**src/rtl/four_step_commutator_pkg.sv**
```systemverilog
// Shared types and helpers for the four-step matrix-converter commutator.
package commut_pkg;

  typedef enum logic [2:0] {
    ST_IDLE,
    ST_TURN_ON,
    ST_ON,
    ST_S1,
    ST_S2,
    ST_S3,
    ST_S4,
    ST_OFF_WAIT
  } state_e;

  // Which dwell a state waits for; the cycle counts are per-instance parameters.
  typedef enum logic [1:0] {
    DW_NONE,
    DW_ON,
    DW_OFF
  } dwell_e;

  localparam int GATE_POS = 0;
  localparam int GATE_NEG = 1;

  // Bit position of a device in the gate vector; phase is 1-based.
  function automatic int gate_idx(input int phase, input int dev);
    return 2 * (phase - 1) + dev;
  endfunction

  // Turn-on style steps (a device gets added) wait TON, turn-off style steps wait TOFF.
  function automatic dwell_e dwell_of(input state_e st);
    case (st)
      ST_TURN_ON, ST_S2, ST_S4:   return DW_ON;
      ST_S1, ST_S3, ST_OFF_WAIT:  return DW_OFF;
      default:                    return DW_NONE;
    endcase
  endfunction

endpackage

```
**src/rtl/four_step_commutator_if.sv**
```systemverilog
// Modulator / sense-front-end side of one commutator output leg.
interface four_step_commutator_if #(
  parameter int NPH = 3,
  parameter int PW  = $clog2(NPH + 1)
);
  logic [PW-1:0]    req_phase;
  logic             cur_sign;
  logic             sign_valid;
  logic [2*NPH-1:0] gate;
  logic [PW-1:0]    active;
  logic             busy;
  logic             err_req;

  modport master (
    output req_phase, cur_sign, sign_valid,
    input  gate, active, busy, err_req
  );

  modport slave (
    input  req_phase, cur_sign, sign_valid,
    output gate, active, busy, err_req
  );
endinterface

```
**src/rtl/four_step_commutator_dwell_timer.sv**
```systemverilog
// Dwell counter: cleared on state entry, done while in the last cycle of the dwell.
module dwell_timer #(
  parameter int CNT_W = 8
) (
  input  logic             clk,
  input  logic             rst,
  input  logic             load,
  input  logic [CNT_W-1:0] dwell,
  output logic             done
);
  logic [CNT_W-1:0] cnt_q, cnt_d;

  // A zero dwell means the current state is untimed; done never fires there.
  assign done = (dwell != '0) && (cnt_q == dwell - 1'b1);

  // Next count: clear on load, advance until the final cycle, then hold.
  always_comb begin
    cnt_d = cnt_q;
    if (load)
      cnt_d = '0;
    else if (dwell != '0 && !done)
      cnt_d = cnt_q + 1'b1;
  end

  // Counter register.
  always_ff @(posedge clk or posedge rst) begin
    if (rst) cnt_q <= '0;
    else     cnt_q <= cnt_d;
  end
endmodule

```
**src/rtl/four_step_commutator.sv**
```systemverilog
// Current-sign based four-step commutation controller for one output leg.
// Inputs are registered once, then the FSM acts; every output is a flop, so a
// request sampled at edge t changes the gates after edge t+1.
module four_step_commutator
  import commut_pkg::*;
#(
  parameter int NPH      = 3,
  parameter int TOFF_CYC = 9,
  parameter int TON_CYC  = 1,
  parameter int CNT_W    = 8,
  parameter int PW       = $clog2(NPH + 1)
) (
  input  logic                  clk,
  input  logic                  rst,
  four_step_commutator_if.slave bus
);
  localparam logic [PW-1:0]    NPH_P  = PW'(NPH);
  localparam logic [CNT_W-1:0] TON_W  = CNT_W'(TON_CYC);
  localparam logic [CNT_W-1:0] TOFF_W = CNT_W'(TOFF_CYC);

  // One-hot mask of a single device of phase p (p = 0 gives no bits).
  function automatic logic [2*NPH-1:0] dev_mask(input logic [PW-1:0] p, input int dev);
    logic [2*NPH-1:0] m;
    m = '0;
    for (int k = 1; k <= NPH; k++)
      if (p == PW'(k)) m[gate_idx(k, dev)] = 1'b1;
    return m;
  endfunction

  // Gate pattern for a state; a = source / connected phase, b = destination.
  function automatic logic [2*NPH-1:0] gate_of(input state_e st, input logic [PW-1:0] a,
                                               input logic [PW-1:0] b, input logic s);
    int c, n;
    c = s ? GATE_POS : GATE_NEG;
    n = s ? GATE_NEG : GATE_POS;
    case (st)
      ST_TURN_ON: return dev_mask(b, GATE_POS) | dev_mask(b, GATE_NEG);
      ST_ON:      return dev_mask(a, GATE_POS) | dev_mask(a, GATE_NEG);
      ST_S1:      return dev_mask(a, c);
      ST_S2:      return dev_mask(a, c) | dev_mask(b, c);
      ST_S3:      return dev_mask(b, c);
      ST_S4:      return dev_mask(b, c) | dev_mask(b, n);
      default:    return '0;
    endcase
  endfunction

  logic [PW-1:0]    req_q;
  logic             sign_in_q, valid_in_q;
  state_e           state_q, state_d;
  logic [PW-1:0]    src_q, src_d, dst_q, dst_d;
  logic             sgn_q, sgn_d;
  logic [2*NPH-1:0] gate_q, gate_d;
  logic [PW-1:0]    active_q, active_d;
  logic             busy_q, busy_d, err_q, err_d;
  logic             tmr_load, tmr_done;
  logic [CNT_W-1:0] tmr_dwell;

  // Sample the request and sign inputs once per cycle.
  always_ff @(posedge clk or posedge rst) begin
    if (rst) begin
      req_q      <= '0;
      sign_in_q  <= 1'b0;
      valid_in_q <= 1'b0;
    end else begin
      req_q      <= bus.req_phase;
      sign_in_q  <= bus.cur_sign;
      valid_in_q <= bus.sign_valid;
    end
  end

  // Dwell length of the state we are in; counter restarts on every state change.
  always_comb begin
    case (dwell_of(state_q))
      DW_ON:   tmr_dwell = TON_W;
      DW_OFF:  tmr_dwell = TOFF_W;
      default: tmr_dwell = '0;
    endcase
  end

  assign tmr_load = (state_d != state_q);

  dwell_timer #(.CNT_W(CNT_W)) u_timer (
    .clk   (clk),
    .rst   (rst),
    .load  (tmr_load),
    .dwell (tmr_dwell),
    .done  (tmr_done)
  );

  // Next-state logic; requests are only looked at from IDLE and ON.
  always_comb begin
    state_d = state_q;
    src_d   = src_q;
    dst_d   = dst_q;
    sgn_d   = sgn_q;
    err_d   = 1'b0;
    case (state_q)
      ST_IDLE: begin
        if (req_q > NPH_P) begin
          err_d = 1'b1;
        end else if (req_q != '0) begin
          dst_d   = req_q;
          state_d = ST_TURN_ON;
        end
      end
      ST_TURN_ON: begin
        if (tmr_done) begin
          src_d   = dst_q;
          state_d = ST_ON;
        end
      end
      ST_ON: begin
        if (req_q > NPH_P) begin
          err_d = 1'b1;
        end else if (req_q == '0) begin
          dst_d   = '0;
          state_d = ST_OFF_WAIT;
        end else if (req_q != src_q) begin
          dst_d = req_q;
          if (valid_in_q) begin
            sgn_d   = sign_in_q;
            state_d = ST_S1;
          end else begin
            // Sign unknown: fall back to break-before-make.
            state_d = ST_OFF_WAIT;
          end
        end
      end
      ST_S1: if (tmr_done) state_d = ST_S2;
      ST_S2: if (tmr_done) state_d = ST_S3;
      ST_S3: if (tmr_done) state_d = ST_S4;
      ST_S4: begin
        if (tmr_done) begin
          src_d   = dst_q;
          state_d = ST_ON;
        end
      end
      ST_OFF_WAIT: begin
        if (tmr_done) begin
          if (dst_q == '0) begin
            src_d   = '0;
            state_d = ST_IDLE;
          end else begin
            state_d = ST_TURN_ON;
          end
        end
      end
      default: state_d = ST_IDLE;
    endcase
  end

  // Outputs decoded from the next state so they register alongside it.
  always_comb begin
    gate_d   = gate_of(state_d, src_d, dst_d, sgn_d);
    active_d = (state_d == ST_ON) ? src_d : '0;
    busy_d   = !(state_d == ST_IDLE || state_d == ST_ON);
  end

  // State and output registers; reset forces every gate off at once.
  always_ff @(posedge clk or posedge rst) begin
    if (rst) begin
      state_q  <= ST_IDLE;
      src_q    <= '0;
      dst_q    <= '0;
      sgn_q    <= 1'b0;
      gate_q   <= '0;
      active_q <= '0;
      busy_q   <= 1'b0;
      err_q    <= 1'b0;
    end else begin
      state_q  <= state_d;
      src_q    <= src_d;
      dst_q    <= dst_d;
      sgn_q    <= sgn_d;
      gate_q   <= gate_d;
      active_q <= active_d;
      busy_q   <= busy_d;
      err_q    <= err_d;
    end
  end

  assign bus.gate    = gate_q;
  assign bus.active  = active_q;
  assign bus.busy    = busy_q;
  assign bus.err_req = err_q;
endmodule

```
**src/flat_wrapper.sv**
```systemverilog
// flat-port wrapper written by rule: the top's interface ports become plain ports
module four_step_commutator_flat import commut_pkg::*;
#(
  parameter int NPH      = 3,
  parameter int TOFF_CYC = 9,
  parameter int TON_CYC  = 1,
  parameter int CNT_W    = 8,
  parameter int PW       = $clog2(NPH + 1)
)
  (clk, rst, bus_req_phase, bus_cur_sign, bus_sign_valid, bus_gate, bus_active, bus_busy, bus_err_req);
  four_step_commutator_if #(.NPH(NPH), .PW(PW)) bus_i ();
  input  logic clk;
  input  logic rst;
  input wire logic [$bits(bus_i.req_phase)-1:0] bus_req_phase;
  input wire logic [$bits(bus_i.cur_sign)-1:0] bus_cur_sign;
  input wire logic [$bits(bus_i.sign_valid)-1:0] bus_sign_valid;
  output wire logic [$bits(bus_i.gate)-1:0] bus_gate;
  output wire logic [$bits(bus_i.active)-1:0] bus_active;
  output wire logic [$bits(bus_i.busy)-1:0] bus_busy;
  output wire logic [$bits(bus_i.err_req)-1:0] bus_err_req;
  assign bus_i.req_phase = bus_req_phase;
  assign bus_i.cur_sign = bus_cur_sign;
  assign bus_i.sign_valid = bus_sign_valid;
  assign bus_gate = bus_i.gate;
  assign bus_active = bus_i.active;
  assign bus_busy = bus_i.busy;
  assign bus_err_req = bus_i.err_req;
  four_step_commutator #(.NPH(NPH), .TOFF_CYC(TOFF_CYC), .TON_CYC(TON_CYC), .CNT_W(CNT_W), .PW(PW)) u_core (.clk(clk), .rst(rst), .bus(bus_i));
endmodule
```
**config.mk**
```make
export PLATFORM = sky130hd
export DESIGN_NAME = four_step_commutator_flat
export DESIGN_NICKNAME = d
export VERILOG_FILES = /design/src/rtl/four_step_commutator_pkg.sv /design/src/rtl/four_step_commutator_if.sv /design/src/rtl/four_step_commutator_dwell_timer.sv /design/src/rtl/four_step_commutator.sv /design/src/flat_wrapper.sv
export SDC_FILE = /design/constraint.sdc
export NUM_CORES = 1
export LEC_CHECK = 0
export CAP_MARGIN = 20
export CORE_ASPECT_RATIO = 0.8
export CORE_UTILIZATION = 40
export DETAILED_ROUTE_END_ITERATION = 7
export MAX_ROUTING_LAYER = met4
export PLACE_DENSITY = 0.57
export SLEW_MARGIN = 10
export SYNTH_ARGS = -nofsm -noshare
export SYNTH_HDL_FRONTEND = slang
export SYNTH_HIERARCHICAL = 1
export SYNTH_SLANG_ARGS = --single-unit
```
**constraint.sdc**
```tcl
create_clock -name clk -period 5.8 [get_ports clk]
set_input_delay 0.87 -clock clk [delete_from_list [all_inputs] [get_ports clk]]
set_output_delay 0.87 -clock clk [all_outputs]
set_load 0.05 [all_outputs]
```
# ---- Word level (Yosys, flattened, before mapping)
# Cells that the tools add are included.
dict set report op_classes {
  n_reduce_logical 22
  mux 93
  div 0
  shifts 0
  n_eq_ne 24
  bitwise_logic 16
  n_lt_le_gt_ge 13
  addsub 6
  multipliers 0
}
# cell n
set op_table {}
lappend op_table {{$ge A32 B1 Y1 const B} 6}
lappend op_table {{$lt A32 B5 Y1 const B} 6}
lappend op_table {{$mux W6} 31}
lappend op_table {{$or A6 B6 Y6} 14}
lappend op_table {{$add A3 B32 Y32 const A} 2}
lappend op_table {{$add A4 B32 Y32 const A} 2}
lappend op_table {{$pmux W6 S6} 1}
lappend op_table {{$mux W3} 11}
lappend op_table {{$mux W1} 28}
lappend op_table {{$eq A3 B3 Y1 const B} 7}
lappend op_table {{$pmux W3 S7} 1}
lappend op_table {{$demux W1 S3} 6}
lappend op_table {{$mux W2} 9}
lappend op_table {{$mux W8} 2}
lappend op_table {{$eq A3 B2 Y1 const B} 4}
lappend op_table {{$or A5 B6 Y6} 2}
lappend op_table {{$pmux W2 S2} 3}
lappend op_table {{$eq A2 B2 Y1 const B} 5}
lappend op_table {{$add A8 B1 Y8 const B} 1}
lappend op_table {{$eq A8 B8 Y1} 1}
lappend op_table {{$logic_and A1 B1 Y1} 8}
lappend op_table {{$pmux W4 S2} 1}
lappend op_table {{$reduce_bool A8 Y1} 1}
lappend op_table {{$sub A8 B1 Y8 const B} 1}
lappend op_table {{other kinds (12)} 21}
dict set report totals {
  register_bits 30
  romBits 0
  mem_count 0
  out_inout_bits 10
  ram_bits 0
  input_bits 6
  latchBits 0
  elab_cells 186
}

# ---- Longest topological paths before layout
dict set report logic_depth {
  depth_word 21
  depth_mapped 19
  ltp_nobuf 16
}

# ---- Cells and area by module
# Netlist, hierarchy kept.
# module seq_area_each_um2 cells_each area_per_inst_um2 instances
set by_module_without_submodules {}
lappend by_module_without_submodules {four_step_commutator 525.5 133 1326.3 1}
lappend by_module_without_submodules {dwell_timer 200.2 88 785.8 1}

# ---- Least setup slack after synthesis
# No wires, ideal clock.
dict set report synth_path {
  path_type {register to register}
  from {register u_core.state_q[0]}
  to {register u_core.u_timer.cnt_q[6]}
  t_required_ns 5.672
  path_stages_with_launch 18
  slack_ns 1.963
  t_arrival_ns 3.709
  n_path_buf 4
  path_cell_list {dfrtp_1 > buf_4 > or2_2 > inv_1 > ha_1 > or3b_4 > nand2_1 > o2111ai_2 > a211oi_1 > buf_4 > inv_1 > a2111o_1 > and3_4 > buf_6 > o22ai_1 > clkbuf_1 > nor2_1 > mux2_1}
}
dict set report synth_via {
  elab_chain_len 12
}
# item line_no
set synth_lines {}
lappend synth_lines {{start, declared} four_step_commutator.sv:49} ;# state_e state_q, state_d;
lappend synth_lines {{start signal, assigned} four_step_commutator.sv:171} ;# state_q <= state_d;
lappend synth_lines {{$eq A3 B2 Y1, or another cell as far along} four_step_commutator_pkg.sv:32} ;# case (st)
lappend synth_lines {{$reduce_or A3 Y1} four_step_commutator_pkg.sv:32}
lappend synth_lines {{$pmux W2 S2 *} four_step_commutator_pkg.sv:32}
lappend synth_lines {{$eq A2 B2 Y1 or $eq A2 B1 Y1 (tied branches)} four_step_commutator.sv:73} ;# case (dwell_of(state_q))
lappend synth_lines {{$pmux W4 S2 *} four_step_commutator.sv:73}
lappend synth_lines {{named net u_core.tmr_dwell[0]} four_step_commutator.sv:56} ;# logic [CNT_W-1:0] tmr_dwell;
lappend synth_lines {{$sub A8 B1 Y8} four_step_commutator_dwell_timer.sv:14} ;# assign done = (dwell != '0) && (cnt_q == dwell - 1'b1);
lappend synth_lines {{$eq A8 B8 Y1} four_step_commutator_dwell_timer.sv:14}
lappend synth_lines {{$logic_and A1 B1 Y1 *} four_step_commutator_dwell_timer.sv:14}
lappend synth_lines {{named net u_core.tmr_done} four_step_commutator.sv:55} ;# logic tmr_load, tmr_done;
lappend synth_lines {{$mux W3 (on tied branches)} --}
lappend synth_lines {{$pmux W3 S7 *} four_step_commutator.sv:97} ;# case (state_q)
lappend synth_lines {{$ne A3 B3 Y1 *} four_step_commutator.sv:80} ;# assign tmr_load = (state_d != state_q);
lappend synth_lines {{named net u_core.tmr_load} four_step_commutator.sv:55}
lappend synth_lines {{$mux W8 or $reduce_bool A2 Y1 (tied branches)} --}
lappend synth_lines {{end signal, assigned} four_step_commutator_dwell_timer.sv:28} ;# else cnt_q <= cnt_d;
lappend synth_lines {{end, declared} four_step_commutator_dwell_timer.sv:11} ;# logic [CNT_W-1:0] cnt_q, cnt_d;
# The timed path passes the listed nets; every way through them passes the cells marked *.
# A chain may end at the register's enable or synchronous reset.

# ---- Final worst setup path
dict set report layout_path {
  from {register u_core.state_q[0]}
  to {register u_core.u_timer.cnt_q[7]}
}
# The elaborated chain is that of the path after synthesis.

==> summary.md <==
| Metric | Value |
|---|---|
| Fin crit share | 81.1% |
| Status | finished, final reports clean |
| Top post-synthesis cells by count | 29 x dfrtp_1, 15 x inv_1, 14 x a21oi_1, 12 x nor2_1, 9 x o21ai_0 |
| Initial DRC count | 52 |
| RSZ-0062 raised after global routing | false |
| Most common cell in the netlist | dfrtp_1 |
| Crit path required time | 5.96 ns |
| DRC | 0 |
| Final setup margin | roughly 1.1 ns |
| Reg area | between 700 and 800 µm² |
| Routed met2 length | around 1.7 mm |
| Syn Area/Cell | 9.56 µm² |
| Routed len/inst | 14.2 µm |
| # fillers | 489 |
| Hold Path Class | reg -> reg |
| Share of layout cells above drive strength 1 | 13.6% |
| Crit path top cell by count | inv_1 |
| Overall die height | 67.0 µm |
| Cell variety after synth | 74 |
| Deepest clock path buffer count | 2 |
| Period minus WS final | 4.70 ns |
| Worst Path Max Fanout | 17 |
| Ys async rst share | 100% |
| Yosys top cell by area | dfrtp_1 |
| Post-route cell area | 0.00240 mm² |
| Yosys reg bits | 29 |
| Post-layout util | between 40% and 50% |
| Routed Antenna Nets | 0 |
| Total number of H-tree levels | 2 |
| Crit-path leading delay family | compound AO/OA/AOI/OAI gates |
| Drt first pass iters | 4 |
| Port Buffers | 14 |
| Multi-input logic area | ~0.0013 mm² |
| Gr ovfl total | 0 |
| FP Rows | 23 |
| Routed vias | 1,667 |
| Clk Latency, worst-skew pair | about 0.28 ns |
| Least-Margin Pin Slew | 0.887 ns |
| CP max-delay cell | a211oi_1 |
| Setup TNS | 0 ns |
| Vias in the first global route | approximately 1,500 |
| Fin. max-slew vios | 0 |
| Setup CP Type | reg -> reg |
| CP cell instances | or2_2 > inv_1 > ha_1 > or3b_4 > nand2_1 > o2111ai_2 > a211oi_1 > inv_1 > a2111o_1 > and3_4 > o22ai_1 > nor2b_1 > mux2_4 |
| CTS Sinks | 29 |
| Mapped Cells | 221 |
| Area grow syn2layout | 13.4% |
| Count of final setup violators | 0 |
| Met3 Wirelength | 143 µm |
| YS warnings | 6 |
| Leak | about 0.96 nW |
| Kind of start point of the critical path | flop |
| Tot GR Track Use | 17.9% |
| Post-CTS Setup Inserts | 0 |
| Final HPWL DP | 3.39 mm |
| Root Buffer | clkbuf_8 |
| Setup WS pre-CTS | around 1.1 ns |
| WP data arrival | 4.86 ns |
| Main synth FF type | dfrtp_1 |
| CTS tree | done |
| Clk slew on worst S/H paths | ~0.060 ns |
| Dpl cell area | 0.00232 mm² |
| Top cell type's share of synthesized area | 34.4% |
| Initial antenna violation count | 0 |
| Die width | 83.2 µm |
| Power after layout | around 0.7 mW |
| Clk_skew | 0.0105 ns |
| N_diodes | 0 |
| Max cap viols | 0 |
| Hold_buf cts | 0 |
| Met1 WL | 2.52 mm |
| Number of synthesized flops with an enable pin | 0 |
| Slowest cell delay on critical path | 0.77 ns |
| Post-Route WL | 4.42 mm |
| Starting density of the core | 41.9% |
| Core area | 0.00504 mm² |
| CP bufs+invs | 2 |
| P per Cell Area | 291 mW/mm² |
| Register area share after synthesis | roughly 34% |
| Via density | 5.34 |
| GPL Wtd Cong | a little under 0.9 |
| Crit. End Element | flop |
| Total die area | 0.00558 mm² |
| Worst vdd ir | between 0.15 and 0.2 mV |
| Max layer used | met4 |
| Wire length of the first global-routing pass | 7.37 mm |
| Post_cts resized | 0 |
| Final Hold Vio Count | 0 |
| Nets | between 200 and 300 |
| Worst slew margin | about two fifths |
| Synth area leaders | dfrtp_1 34%, a21oi_1 3.3%, xor2_1 2.9%, inv_1 2.7%, o21ai_0 2.1% |
| Post-Syn Area | about 0.0021 mm² |
| Largest net degree at the start of global routing | 22 |
| Io pins | 16 |
| Clock buffers created by TritonCTS | 5 |
| F_max | 0.213 GHz |
[cell type report]
| cell class | count | share of cell area [%] |
|---|---|---|
| tap | 62 | 3.24 |
| multi-input combinational | 183 | 54.5 |
| clock buffer | 5 | 2.87 |
| clock inverter | 1 | 0.209 |
| inverter | 18 | 3.03 |
| sequential | 29 | 30.3 |
| timing repair buffer | 14 | 5.85 |
[metrics by stage]
step	hold WS [ns]	std cells
2_1_floorplan	0.543	243
3_3_place_gp	0.591	306
3_5_place_dp	0.608	306
4_1_cts	0.615	312
5_1_grt	0.645	312
6_report	0.615	312
[worst reg2reg max path, cell delays in order (launching register included)]
cell and delay [ns]:
dfrtp_1 0.53, or2_2 0.41, inv_1 0.07, ha_1 0.18, or3b_4 0.42, nand2_1 0.09
o2111ai_2 0.14, a211oi_1 0.77, inv_1 0.20, a2111o_1 0.49, and3_4 0.21, o22ai_1 0.67
nor2b_1 0.10, mux2_4 0.29
[per-layer routing]
metal	track usage, %	vias up
met5	-	-
met3	3.35	6
li1	-	853
met1	26.9	780
met2	23.2	28
met4	6.68	0
[path summary, 6_finish.rpt]
| kind | startpoint | to | slack [ns] | cells after the start |
|---|---|---|---|---|
| worst max-delay path | u_core/state_q[0]$_DFF_PP0_ | u_core/u_timer/cnt_q[7]$_DFFE_PP0P_ | 1.10 | 13 |
| worst min-delay path | u_core/u_timer/cnt_q[3]$_DFFE_PP0P_ | u_core/u_timer/cnt_q[3]$_DFFE_PP0P_ | 0.62 | 2 |
| worst max register to register | u_core/state_q[0]$_DFF_PP0_ | u_core/u_timer/cnt_q[7]$_DFFE_PP0P_ | 1.10 | 13 |
| worst min register to register | u_core/u_timer/cnt_q[3]$_DFFE_PP0P_ | u_core/u_timer/cnt_q[3]$_DFFE_PP0P_ | 0.62 | 2 |
| max in group asynchronous | rst | u_core/state_q[0]$_DFF_PP0_ | 4.24 | 2 |
| min in group asynchronous | rst | u_core/u_timer/cnt_q[5]$_DFFE_PP0P_ | 0.87 | 2 |
[kinds of logic after synthesis]
family                   after synthesis  synth area share (%)
adder cells (fa/ha/maj)                2                  1.18
flip-flops                            29                  34.4
AND/OR/NAND/NOR                       74                  24.2
AO/OA/AOI/OAI                         66                  23.4
other                                  1                 0.178
multiplexers                           6                  3.38
XOR/XNOR                              12                  5.63
buffers and inverters                 31                  7.70
[power breakdown]
group / total [mW] / internal [mW] / leakage (nW) / switching [mW]
Clock: 0.147 / 0.0784 / 0.0399 / 0.0690
Sequential: 0.294 / 0.233 / 0.360 / 0.0618
Combinational: 0.255 / 0.109 / 0.559 / 0.147
[flip-flops by register name, indices dropped and copies added (netlist names)]
signal,cells
u_core/u_timer/cnt_q,8
u_core/req_q,2
u_core/bus.busy,1
u_core/sgn_q,1
u_core/dst_q,2
u_core/sign_in_q,1
u_core/bus.active,2
u_core/state_q,3
u_core/valid_in_q,1
u_core/bus.gate,6
u_core/src_q,2
[layout by cell type, fill, tap and decap left out, types with 7 or more instances in the layout]
cell             netlist  routed
a21oi_1               14      14
clkdlybuf4s50_1        0      14
conb_1                 1      23
dfrtp_1               29      29
inv_1                 15      15
nand2_1                8       8
nor2_1                12      12
o21ai_0                9       9
o21ai_1                8       8
xor2_1                 7       7
Power figures use the tool's default switching activity.
